`src/rtl/mips_pkg.sv`:
```
// Shared MIPS definitions: word width, reset/bubble constants, fetch-side types.
package mips_pkg;
  localparam int XLEN = 32;

  typedef logic [XLEN-1:0] word_t;

  localparam word_t RESET_PC_DEF = 32'h0000_0000;
  localparam word_t NOP_INST_DEF = 32'h0000_0000;

  typedef enum logic [1:0] {ST_RESET, ST_FIRST, ST_RUN} fetch_state_e;
  typedef enum logic [1:0] {IFID_LOAD, IFID_HOLD, IFID_FLUSH} ifid_op_e;

  typedef struct packed {
    word_t inst;
    word_t pc_plus4;
    logic  valid;
  } ifid_t;

  function automatic word_t word_align(input word_t a);
    return a & ~word_t'(3);
  endfunction
endpackage

```
`src/rtl/if_id_reg.sv`:
```
// IF/ID pipeline register: load a fetched slot, hold it, or replace it with a bubble.
module if_id_reg
  import mips_pkg::*;
#(
  parameter word_t NOP_INST = NOP_INST_DEF
) (
  input  logic     clk,
  input  logic     reset,
  input  ifid_op_e op,
  input  ifid_t    d,
  output ifid_t    q
);

  always_ff @(posedge clk or negedge reset) begin
    if (!reset) begin
      q <= '{inst: NOP_INST, pc_plus4: '0, valid: 1'b0};
    end else begin
      case (op)
        IFID_LOAD:  q <= d;
        IFID_HOLD:  q <= q;
        IFID_FLUSH: q <= '{inst: NOP_INST, pc_plus4: '0, valid: 1'b0};
        default:    q <= '{inst: NOP_INST, pc_plus4: '0, valid: 1'b0};
      endcase
    end
  end

endmodule

```
`src/rtl/if_stage.sv`:
```
// MIPS instruction fetch: PC register, redirect/stall mux, start-up FSM, IF/ID register.
module if_stage
  import mips_pkg::*;
#(
  parameter word_t RESET_PC = RESET_PC_DEF,
  parameter word_t NOP_INST = NOP_INST_DEF
) (
  input  logic             clk,
  input  logic             reset,
  input  logic             stall,
  input  logic             branch_taken,
  input  logic [XLEN-1:0]  branch_target,
  input  logic             jump,
  input  logic [XLEN-1:0]  jump_target,
  output logic [XLEN-1:0]  imem_addr,
  input  logic [XLEN-1:0]  imem_inst,
  output logic [XLEN-1:0]  if_id_inst,
  output logic [XLEN-1:0]  if_id_pc_plus4,
  output logic             if_id_valid
);

  fetch_state_e state, state_nxt;
  word_t        pc, pc_nxt, pc_plus4;
  ifid_op_e     ifid_op;
  ifid_t        ifid_d, ifid_q;

  assign pc_plus4  = pc + word_t'(4);
  assign imem_addr = pc;

  always_ff @(posedge clk or negedge reset) begin
    if (!reset) state <= ST_RESET;
    else        state <= state_nxt;
  end

  always_comb begin
    state_nxt = state;
    case (state)
      ST_RESET: state_nxt = ST_FIRST;
      ST_FIRST: state_nxt = ST_RUN;
      ST_RUN:   state_nxt = ST_RUN;
      default:  state_nxt = ST_RESET;
    endcase
  end

  // Until RUN the pipe is empty: PC parks at RESET_PC and IF/ID keeps a bubble.
  always_comb begin
    pc_nxt  = pc;
    ifid_op = IFID_FLUSH;
    if (state == ST_RUN) begin
      if (branch_taken) begin
        pc_nxt  = word_align(branch_target);
        ifid_op = IFID_FLUSH;
      end else if (jump) begin
        pc_nxt  = word_align(jump_target);
        ifid_op = IFID_FLUSH;
      end else if (stall) begin
        pc_nxt  = pc;
        ifid_op = IFID_HOLD;
      end else begin
        pc_nxt  = pc_plus4;
        ifid_op = IFID_LOAD;
      end
    end
  end

  always_ff @(posedge clk or negedge reset) begin
    if (!reset) pc <= RESET_PC;
    else        pc <= pc_nxt;
  end

  assign ifid_d = '{inst: imem_inst, pc_plus4: pc_plus4, valid: 1'b1};

  if_id_reg #(.NOP_INST(NOP_INST)) u_if_id_reg (
    .clk   (clk),
    .reset (reset),
    .op    (ifid_op),
    .d     (ifid_d),
    .q     (ifid_q)
  );

  assign if_id_inst     = ifid_q.inst;
  assign if_id_pc_plus4 = ifid_q.pc_plus4;
  assign if_id_valid    = ifid_q.valid;

endmodule

```
`config.mk`:
```
export PLATFORM = sky130hd
export DESIGN_NAME = if_stage
export DESIGN_NICKNAME = d
export VERILOG_FILES = /design/src/rtl/mips_pkg.sv /design/src/rtl/if_id_reg.sv /design/src/rtl/if_stage.sv
export SDC_FILE = /design/constraint.sdc
export NUM_CORES = 1
export LEC_CHECK = 0
export CORE_MARGIN = 4
export CORE_UTILIZATION = 44
export CTS_CLUSTER_SIZE = 10
export DETAILED_ROUTE_END_ITERATION = 7
export PLACE_DENSITY = 0.91
export SLEW_MARGIN = 20
export SYNTH_ARGS = -nofsm -noshare
export SYNTH_HDL_FRONTEND = slang
export SYNTH_SLANG_ARGS = --single-unit
```
`constraint.sdc`:
```
create_clock -name clk -period 2.77 [get_ports clk]
set_clock_uncertainty 0.2 [all_clocks]
set_input_delay 0.554 -clock clk [delete_from_list [all_inputs] [get_ports clk]]
set_output_delay 0.554 -clock clk [all_outputs]
set_load 0.005 [all_outputs]
```
==> out/qor.tcl, run 1 <==
set qor(grt_max_degree) 64
set qor(synth-main-ff-cell) {sky130_fd_sc_hd__dfrtp_1}
set qor(timing.final.crit_period_ns) 2.269
set qor(crit_path_end_kind) {output pin}
set qor(drt_pre_antenna_iters) 6
set qor(coreArea_um2) 10840
set qor(critical_path_peak_fanout) 8
set qor(maximum_achievable_frequency_mhz) 440.8
set qor(crit_family) {buffers and inverters}
set qor(hold-path-endpoint) {u_if_id_reg.q[0]}
set qor(fp.dieArea_um2) 12870
set qor(combinational_family_with_the_most_area_after_synthesis) {compound AO/OA/AOI/OAI gates}
set qor(worst_hold_slack_ns) 0.2873
set qor(slew_headroom_pct) 50.10
set qor(filler_cells) 827
set qor(final_layout_size_suffix_gt1_share_pct) 9.692
set qor(number_of_port_buffers) 189
set qor(number_of_cells_traversed_by_the_worst_hold_path) 2
set qor(crit_path_top_delay_cell) {sky130_fd_sc_hd__clkdlybuf4s50_1}
set qor(holdBufCountCts) 1
set qor(r2r_slack_ns) 0.52
set qor(core.rowCount) 38
set qor(root_buffer) {sky130_fd_sc_hd__clkbuf_8}
set qor(insertion_delay_ns) 0.37
set qor(route.detailed.drc) 0
set qor(drt_iter0_drc) 379
set qor(syn_area_um2) 4892
set qor(run_status) {complete, no violations}
set qor(critical_path.n_buffers_inverters) 1
set qor(via_count) 4826
set qor(grt_setup_unrepaired) {no}
set qor(timing.final.ws_setup_ns) 0.5013
set qor(synth-simple-area-share_pct) 16.57
set qor(count_of_antenna_violating_nets_left_after_detailed_routing) 0
set qor(yosys.area_share.xor_xnor_pct) 4.297
set qor(final_wtd_congestion) 0.8934
set qor(synth-adder-area-share_pct) 0.7673
set qor(setup_viol) 0
set qor(cts_setup_buffers) 0
set qor(ys_async_sr_fraction_pct) 100.0
set qor(final-hold-violation-count) 0
set qor(finalWirelength_mm) 16.44
set qor(multiInputGateArea_um2) 2295
set qor(grt_first_pass_wirelength_mm) 26.39
set qor(post_drt_wl_per_cell_um) 20.02
set qor(place_ws_ns) 0.1804
set qor(vias_per_cell) 5.878
set qor(ios) 198
set qor(sum_neg_setup_slack_ns) 0
set qor(synthMuxAreaShare_pct) 1.023
set qor(global_route.overflow_total) 0
set qor(design_power_total_mw) 3.300
set qor(tritoncts.num_buffers) 9
set qor(startpoint_class) {flip-flop}
set qor(cts.sinks) 95
set qor(min_path_type) {reg2reg}
set qor(tritoncts) {yes}
set qor(timing.critical_path.arrival_ns) 1.51
set qor(timing.max_cap.violations) 0
set qor(area.growth.synth_to_final_pct) 47.80
set qor(irDropWorstVdd_v) 0.0003152
set qor(worstHoldStart) {u_if_id_reg.q[0]}
set qor(critical_path_class) {reg2out}
set qor(p_leak_nw) 3.049
set qor(compound_cell_area_share_of_the_yosys_netlist_pct) 23.63
set qor(worstPathCellList) {clkdlybuf4s50_1}
set qor(synth_warnings) 0
set qor(cts-root-to-sink-buffers) 2
set qor(post_synth.cell_area_avg_um2) 10.17
set qor(period_share_pct) 81.90
set qor(globalRouteTotalUtil_pct) 25.73
set qor(width_of_the_chip_um) 113.4
set qor(critPathMaxStageDelay_ns) 0.60
set qor(post-dp-hpwl_mm) 12.29
set qor(worstReg2RegStart) {imem_addr[3]}
set qor(initial_utilization_pct) 45.13
set qor(r2r.worst_path.cells) 6
set qor(seqCellArea_um2) 2377
set qor(regToRegEndpoint) {imem_addr[30]}
set qor(synth_edf_count) 0
set qor(cp.required_ns) 2.02
set qor(synth-seq-area-share_pct) 48.59
set qor(netlist-cell-type-count) 71
set qor(floorplan.die.height_um) 113.4
set qor(netlist_instances) 481
set qor(clk_transition_reported_paths_ns) 0.09
set qor(post_cts.resized_instances) 0
set qor(tightest_slew_ns) 0.7428
set qor(postSynthRegisterBits) 95
set qor(cts_max_level) 3
set qor(finalNetCount) 780
set qor(grt_pass1_vias) 5021
set qor(n_antenna_cell) 0
set qor(power-per-cell-area_nw_per_um2) 456.4
set qor(antenna_found_initial) 0
set qor(report.final.slew_viol_count) 0
==> state kept, by name, indices dropped and copies added, names as in the netlist <==
| signal | count |
|---|---|
| imem_addr | 30 |
| state | 2 |
| u_if_id_reg.q | 63 |
==> metrics by stage <==
| step | cell area (µm²) | util, % | cells |
|---|---|---|---|
| after CTS | 7231 | 66.70 | 821 |
| after global routing | 7231 | 66.70 | 821 |
| after floorplan | 4903 | - | 484 |
| after detailed placement | 7022 | 64.77 | 804 |
| final | 7231 | 66.70 | 821 |
| after global placement | 7022 | 64.77 | 804 |
==> metal layers <==
layer	GRT usage (%)	up-vias	part of all wire, %
li1	-	2162	-
met1	34.56	2344	40
met2	41.39	271	49
met3	4.562	49	8.2
met4	10.66	0	3.4
met5	0	-	0
==> Yosys cell counts (4+ instances only) <==
cell	instances	area share, %
sky130_fd_sc_hd__a21oi_1	29	3.0
sky130_fd_sc_hd__a22o_1	43	7.7
sky130_fd_sc_hd__a22oi_1	8	1.2
sky130_fd_sc_hd__and3_1	10	1.3
sky130_fd_sc_hd__buf_2	11	1.1
sky130_fd_sc_hd__buf_4	5	0.77
sky130_fd_sc_hd__clkbuf_1	15	1.2
sky130_fd_sc_hd__dfrtp_1	95	49
sky130_fd_sc_hd__inv_1	12	0.92
sky130_fd_sc_hd__mux2i_1	5	1.0
sky130_fd_sc_hd__nand2_1	50	3.8
sky130_fd_sc_hd__nand3_1	16	1.6
sky130_fd_sc_hd__nand4_1	6	0.77
sky130_fd_sc_hd__nor2_1	18	1.4
sky130_fd_sc_hd__nor3_1	6	0.61
sky130_fd_sc_hd__o21ai_0	38	3.9
sky130_fd_sc_hd__o22ai_1	4	0.51
sky130_fd_sc_hd__xnor2_1	15	2.7
sky130_fd_sc_hd__xor2_1	9	1.6
==> final cells by class <==
type,count,share of cell area [%]
timing repair buffer,217,29.59
sequential,95,32.88
multi-input combinational,341,31.74
clock buffer,11,1.955
tap,140,2.423
clock inverter,5,0.7960
inverter,12,0.6229
==> cell families after synthesis <==
kind of cell / count (synthesis)
other: 1
DFF: 95
adders and majority gates: 3
buffers and inverters: 48
muxes: 5
AOI/OAI and AO/OA: 165
xor gates and xnor gates: 24
and+or+nand+nor: 140
==> where the power goes <==
group | switching, mW | internal (mW) | total, mW
sequential | 0.126 | 1.48 | 1.60
combinational | 0.304 | 0.436 | 0.740
clock | 0.513 | 0.443 | 0.957
==> worst register-to-register path, delay by kind of cell, from the launching register on <==
family | cells | cell delay [ns]
AO/OA/AOI/OAI | 2 | 0.42
AND/OR/NAND/NOR | 3 | 0.81
adder cells (fa/ha/maj) | 1 | 0.26
flip-flops | 1 | 0.43
==> layout by cell type (no fill, tap or decap), types with 12 or more instances in the layout <==
cell                                n
sky130_fd_sc_hd__clkdlybuf4s50_1  188
sky130_fd_sc_hd__dfrtp_1           95
sky130_fd_sc_hd__nand2_1           50
sky130_fd_sc_hd__a22o_1            43
sky130_fd_sc_hd__o21ai_0           38
sky130_fd_sc_hd__a21oi_1           29
sky130_fd_sc_hd__buf_4             25
sky130_fd_sc_hd__nor2_1            18
sky130_fd_sc_hd__nand3_1           16
sky130_fd_sc_hd__xnor2_1           15
sky130_fd_sc_hd__inv_1             12
==> worst max-delay path by stage <==
stage,from,endpoint,slack [ns],cells past startpoint
4_1_cts,imem_addr[5],imem_addr[5],0.49,1
2_1_floorplan,jump,imem_addr[25],0.75,6
6_report,imem_addr[5],imem_addr[5],0.50,1
5_1_grt,imem_addr[3],imem_addr[30],0.35,6
3_5_place_dp,jump,imem_addr[14],0.18,7
3_3_place_gp,jump,imem_addr[13],0.19,6
(Power assumes the default switching activity.)
==> run 2, diff against run 1 <==
==> constraint.sdc (replaced) <==
create_clock -name clk -period 2.1 [get_ports clk]
set_clock_uncertainty 0.2 [all_clocks]
set_input_delay 0.42 -clock clk [delete_from_list [all_inputs] [get_ports clk]]
set_output_delay 0.42 -clock clk [all_outputs]
set_load 0.005 [all_outputs]
==> run 2 against run 1 <==
Effect of this change: non-clock buffer count up 52; die area is the same; sequential cell count did not move; critical endpoint is now imem_addr[14]; largest cell class is now buffers; highest routed layer unchanged.
==> out/qor.tcl, run 2 (synthesis results as in run 1) <==
set qor(startpoint_class) {flip-flop} ;# unchanged
set qor(filler_cells) 747 ;# was 827
set qor(n_antenna_cell) 0 ;# unchanged
set qor(width_of_the_chip_um) 113.4 ;# unchanged
set qor(count_of_antenna_violating_nets_left_after_detailed_routing) 0 ;# unchanged
set qor(route.detailed.drc) 0 ;# unchanged
set qor(sum_neg_setup_slack_ns) 0 ;# unchanged
set qor(via_count) 5197 ;# was 4826
set qor(cts_max_level) 3 ;# unchanged
set qor(post_layout_nonfiller_instances) 873 ;# was 821
set qor(critical_path_class) {reg2reg} ;# was reg2out
set qor(drt_pre_antenna_iters) 8 ;# was 6
set qor(post_drt_wl_per_cell_um) 21.04 ;# was 20.02 µm
set qor(insertion_delay_ns) 0.36 ;# was 0.37 ns
set qor(critical_path_peak_fanout) 3 ;# was 8
set qor(tritoncts.num_buffers) 9 ;# unchanged
set qor(global_route.overflow_total) 0 ;# unchanged
set qor(number_of_port_buffers) 189 ;# unchanged
set qor(finalNetCount) 832 ;# was 780
set qor(cts.sinks) 95 ;# unchanged
set qor(placed_cells_incl_taps) 852 ;# was 804
set qor(finalWirelength_mm) 18.37 ;# was 16.44 mm
set qor(final_wtd_congestion) 0.9303 ;# was 0.8934
set qor(antenna_found_initial) 0 ;# unchanged
set qor(grt_max_degree) 46 ;# was 64
set qor(report.final.slew_viol_count) 0 ;# unchanged
set qor(area.growth.synth_to_final_pct) 57.62 ;# was 47.80%
set qor(root_buffer) {sky130_fd_sc_hd__clkbuf_8} ;# unchanged
set qor(post-dp-hpwl_mm) 13.03 ;# was 12.29 mm
set qor(initial_utilization_pct) 45.13 ;# unchanged
set qor(largest_reg_flops) 63 ;# unchanged
set qor(cts-root-to-sink-buffers) 2 ;# unchanged
set qor(power-per-cell-area_nw_per_um2) 571.2 ;# was 456.4 nW/µm²
set qor(p_leak_nw) 3.337 ;# was 3.049 nW
set qor(fp.dieArea_um2) 12870 ;# unchanged
set qor(largest-register) {u_if_id_reg.q} ;# unchanged
set qor(grt_pass1_vias) 5107 ;# was 5021
set qor(vias_per_cell) 5.953 ;# was 5.878
set qor(min_path_type) {reg2reg} ;# unchanged
set qor(grt_first_pass_wirelength_mm) 27.05 ;# was 26.39 mm
set qor(final-hold-violation-count) 0 ;# unchanged
set qor(most-common-layout-cells) {sky130_fd_sc_hd__clkdlybuf4s50_1, sky130_fd_sc_hd__dfrtp_1, sky130_fd_sc_hd__buf_4} ;# was sky130_fd_sc_hd__clkdlybuf4s50_1, sky130_fd_sc_hd__dfrtp_1, sky130_fd_sc_hd__nand2_1
set qor(tritoncts) {yes} ;# unchanged
set qor(coreArea_um2) 10840 ;# unchanged
set qor(drt_iter0_drc) 682 ;# was 379
set qor(clk_transition_reported_paths_ns) 0.09 ;# about the same
set qor(design_power_total_mw) 4.405 ;# was 3.300 mW
set qor(final_layout_size_suffix_gt1_share_pct) 17.19 ;# was 9.692%
set qor(floorplan.die.height_um) 113.4 ;# unchanged
set qor(grt_setup_unrepaired) {yes} ;# was no
set qor(core.rowCount) 38 ;# unchanged
set qor(final_core_utilization_pct) 71.13 ;# was 66.70%
set qor(maximum_achievable_frequency_mhz) 478.6
set qor(setup_viol) 0 ;# unchanged
set qor(mostFrequentLayoutCell) {sky130_fd_sc_hd__clkdlybuf4s50_1} ;# unchanged
set qor(slew_headroom_pct) 61.66 ;# was 50.10%
set qor(ios) 198 ;# unchanged
set qor(timing.final.crit_period_ns) 2.090
set qor(timing.max_cap.violations) 0 ;# unchanged
set qor(crit_path_end_kind) {flip-flop} ;# was output pin
set qor(globalRouteTotalUtil_pct) 26.49 ;# was 25.73%
set qor(timing.critical_path.arrival_ns) 2.13 ;# was 1.51 ns
set qor(timing.final.ws_setup_ns) 0.01039 ;# was 0.5013 ns
set qor(place_ws_ns) -0.2230 ;# was 0.1804 ns
set qor(tightest_slew_ns) 0.5752 ;# was 0.7428 ns
set qor(cp.required_ns) 2.14 ;# was 2.02 ns
set qor(irDropWorstVdd_v) 0.0004020 ;# was 0.0003152 V
set qor(period_share_pct) 99.51
set qor(run_status) {complete, no violations} ;# unchanged
==> run 2: cell count changes in the layout (fill, tap and decap cells not counted), moves of 2 or more <==
cell                              delta
sky130_fd_sc_hd__clkdlybuf4s50_1     -4
sky130_fd_sc_hd__dfrtp_1             -4
sky130_fd_sc_hd__clkinvlp_4          +3
sky130_fd_sc_hd__buf_4              +45
sky130_fd_sc_hd__dfrtp_2             +4
sky130_fd_sc_hd__clkinv_2            -2
sky130_fd_sc_hd__buf_12              +5
sky130_fd_sc_hd__dlymetal6s2s_1      +4
==> run 2: what timing repair did <==
item | in CTS | in global routing
endpoints found under the hold margin | 39 | 0
setup buffers | 1 | 2
gates cloned | 0 | 1
resized for setup | 2 | 13
setup endpoints to repair | 3 | 16
hold buffers | 1 | 0
pin swaps | 0 | 2
==> run 2: path summary, 6_finish.rpt <==
kind | from | endpoint | slack [ns] | depth (start not counted)
worst max-delay path | imem_addr[2] | imem_addr[14] | 0.01 | 7
max in group asynchronous | reset | imem_addr[28] | 0.70 | 3
worst max register to register | imem_addr[2] | imem_addr[14] | 0.01 | 7
min in group asynchronous | reset | u_if_id_reg.q[39] | 0.38 | 2
worst min-delay path | u_if_id_reg.q[17] | u_if_id_reg.q[17] | 0.28 | 2
worst min register to register | u_if_id_reg.q[17] | u_if_id_reg.q[17] | 0.28 | 2
==> run 2: through the flow <==
stage                     cell area [µm²]  hold WS, ns
after global routing                 7711       0.3107
final                                7711       0.2822
after CTS                            7627       0.2856
after global placement               7432       0.2271
after floorplan                      4903     -0.07559
after detailed placement             7432       0.2498
==> run 2: where the power goes <==
group	switching, mW	internal, mW	leakage, nW	total [mW]
clock network	0.697	0.443	0.0777	1.14
registers	0.109	1.95	1.24	2.06
logic	0.519	0.686	2.02	1.20
total	1.32	3.08	3.34	4.40
==> run 2: cell type report <==
type | count | area (µm²) | area share (%)
Timing Repair Buffer | 269 | 2624 | 34.03
Sequential cell | 95 | 2382 | 30.89
Multi-Input combinational cell | 341 | 2311 | 29.97
Tap cell | 140 | 175.2 | 2.272
Clock buffer | 11 | 131.4 | 1.704
Inverter | 12 | 45.04 | 0.5841
Clock inverter | 5 | 42.54 | 0.5517
==> run 2: critical path, cell delays in order (launching register included) <==
cell and delay, ns:
sky130_fd_sc_hd__dfrtp_1 0.39, sky130_fd_sc_hd__ha_1 0.19, sky130_fd_sc_hd__buf_4 0.13, sky130_fd_sc_hd__nand2_1 0.10
sky130_fd_sc_hd__nor4_1 0.39, sky130_fd_sc_hd__xnor2_1 0.19, sky130_fd_sc_hd__nor2_1 0.10, sky130_fd_sc_hd__a311o_1 0.29
==> run 2: per-layer routing <==
metal / vias to the layer above / wire length, µm / track usage, %
met5: - / 0 / 0
met4: 0 / 500 / 7.212
met3: 58 / 1733 / 5.040
met2: 339 / 9284 / 45.58
met1: 2532 / 6851 / 34.42
li1: 2268 / - / -
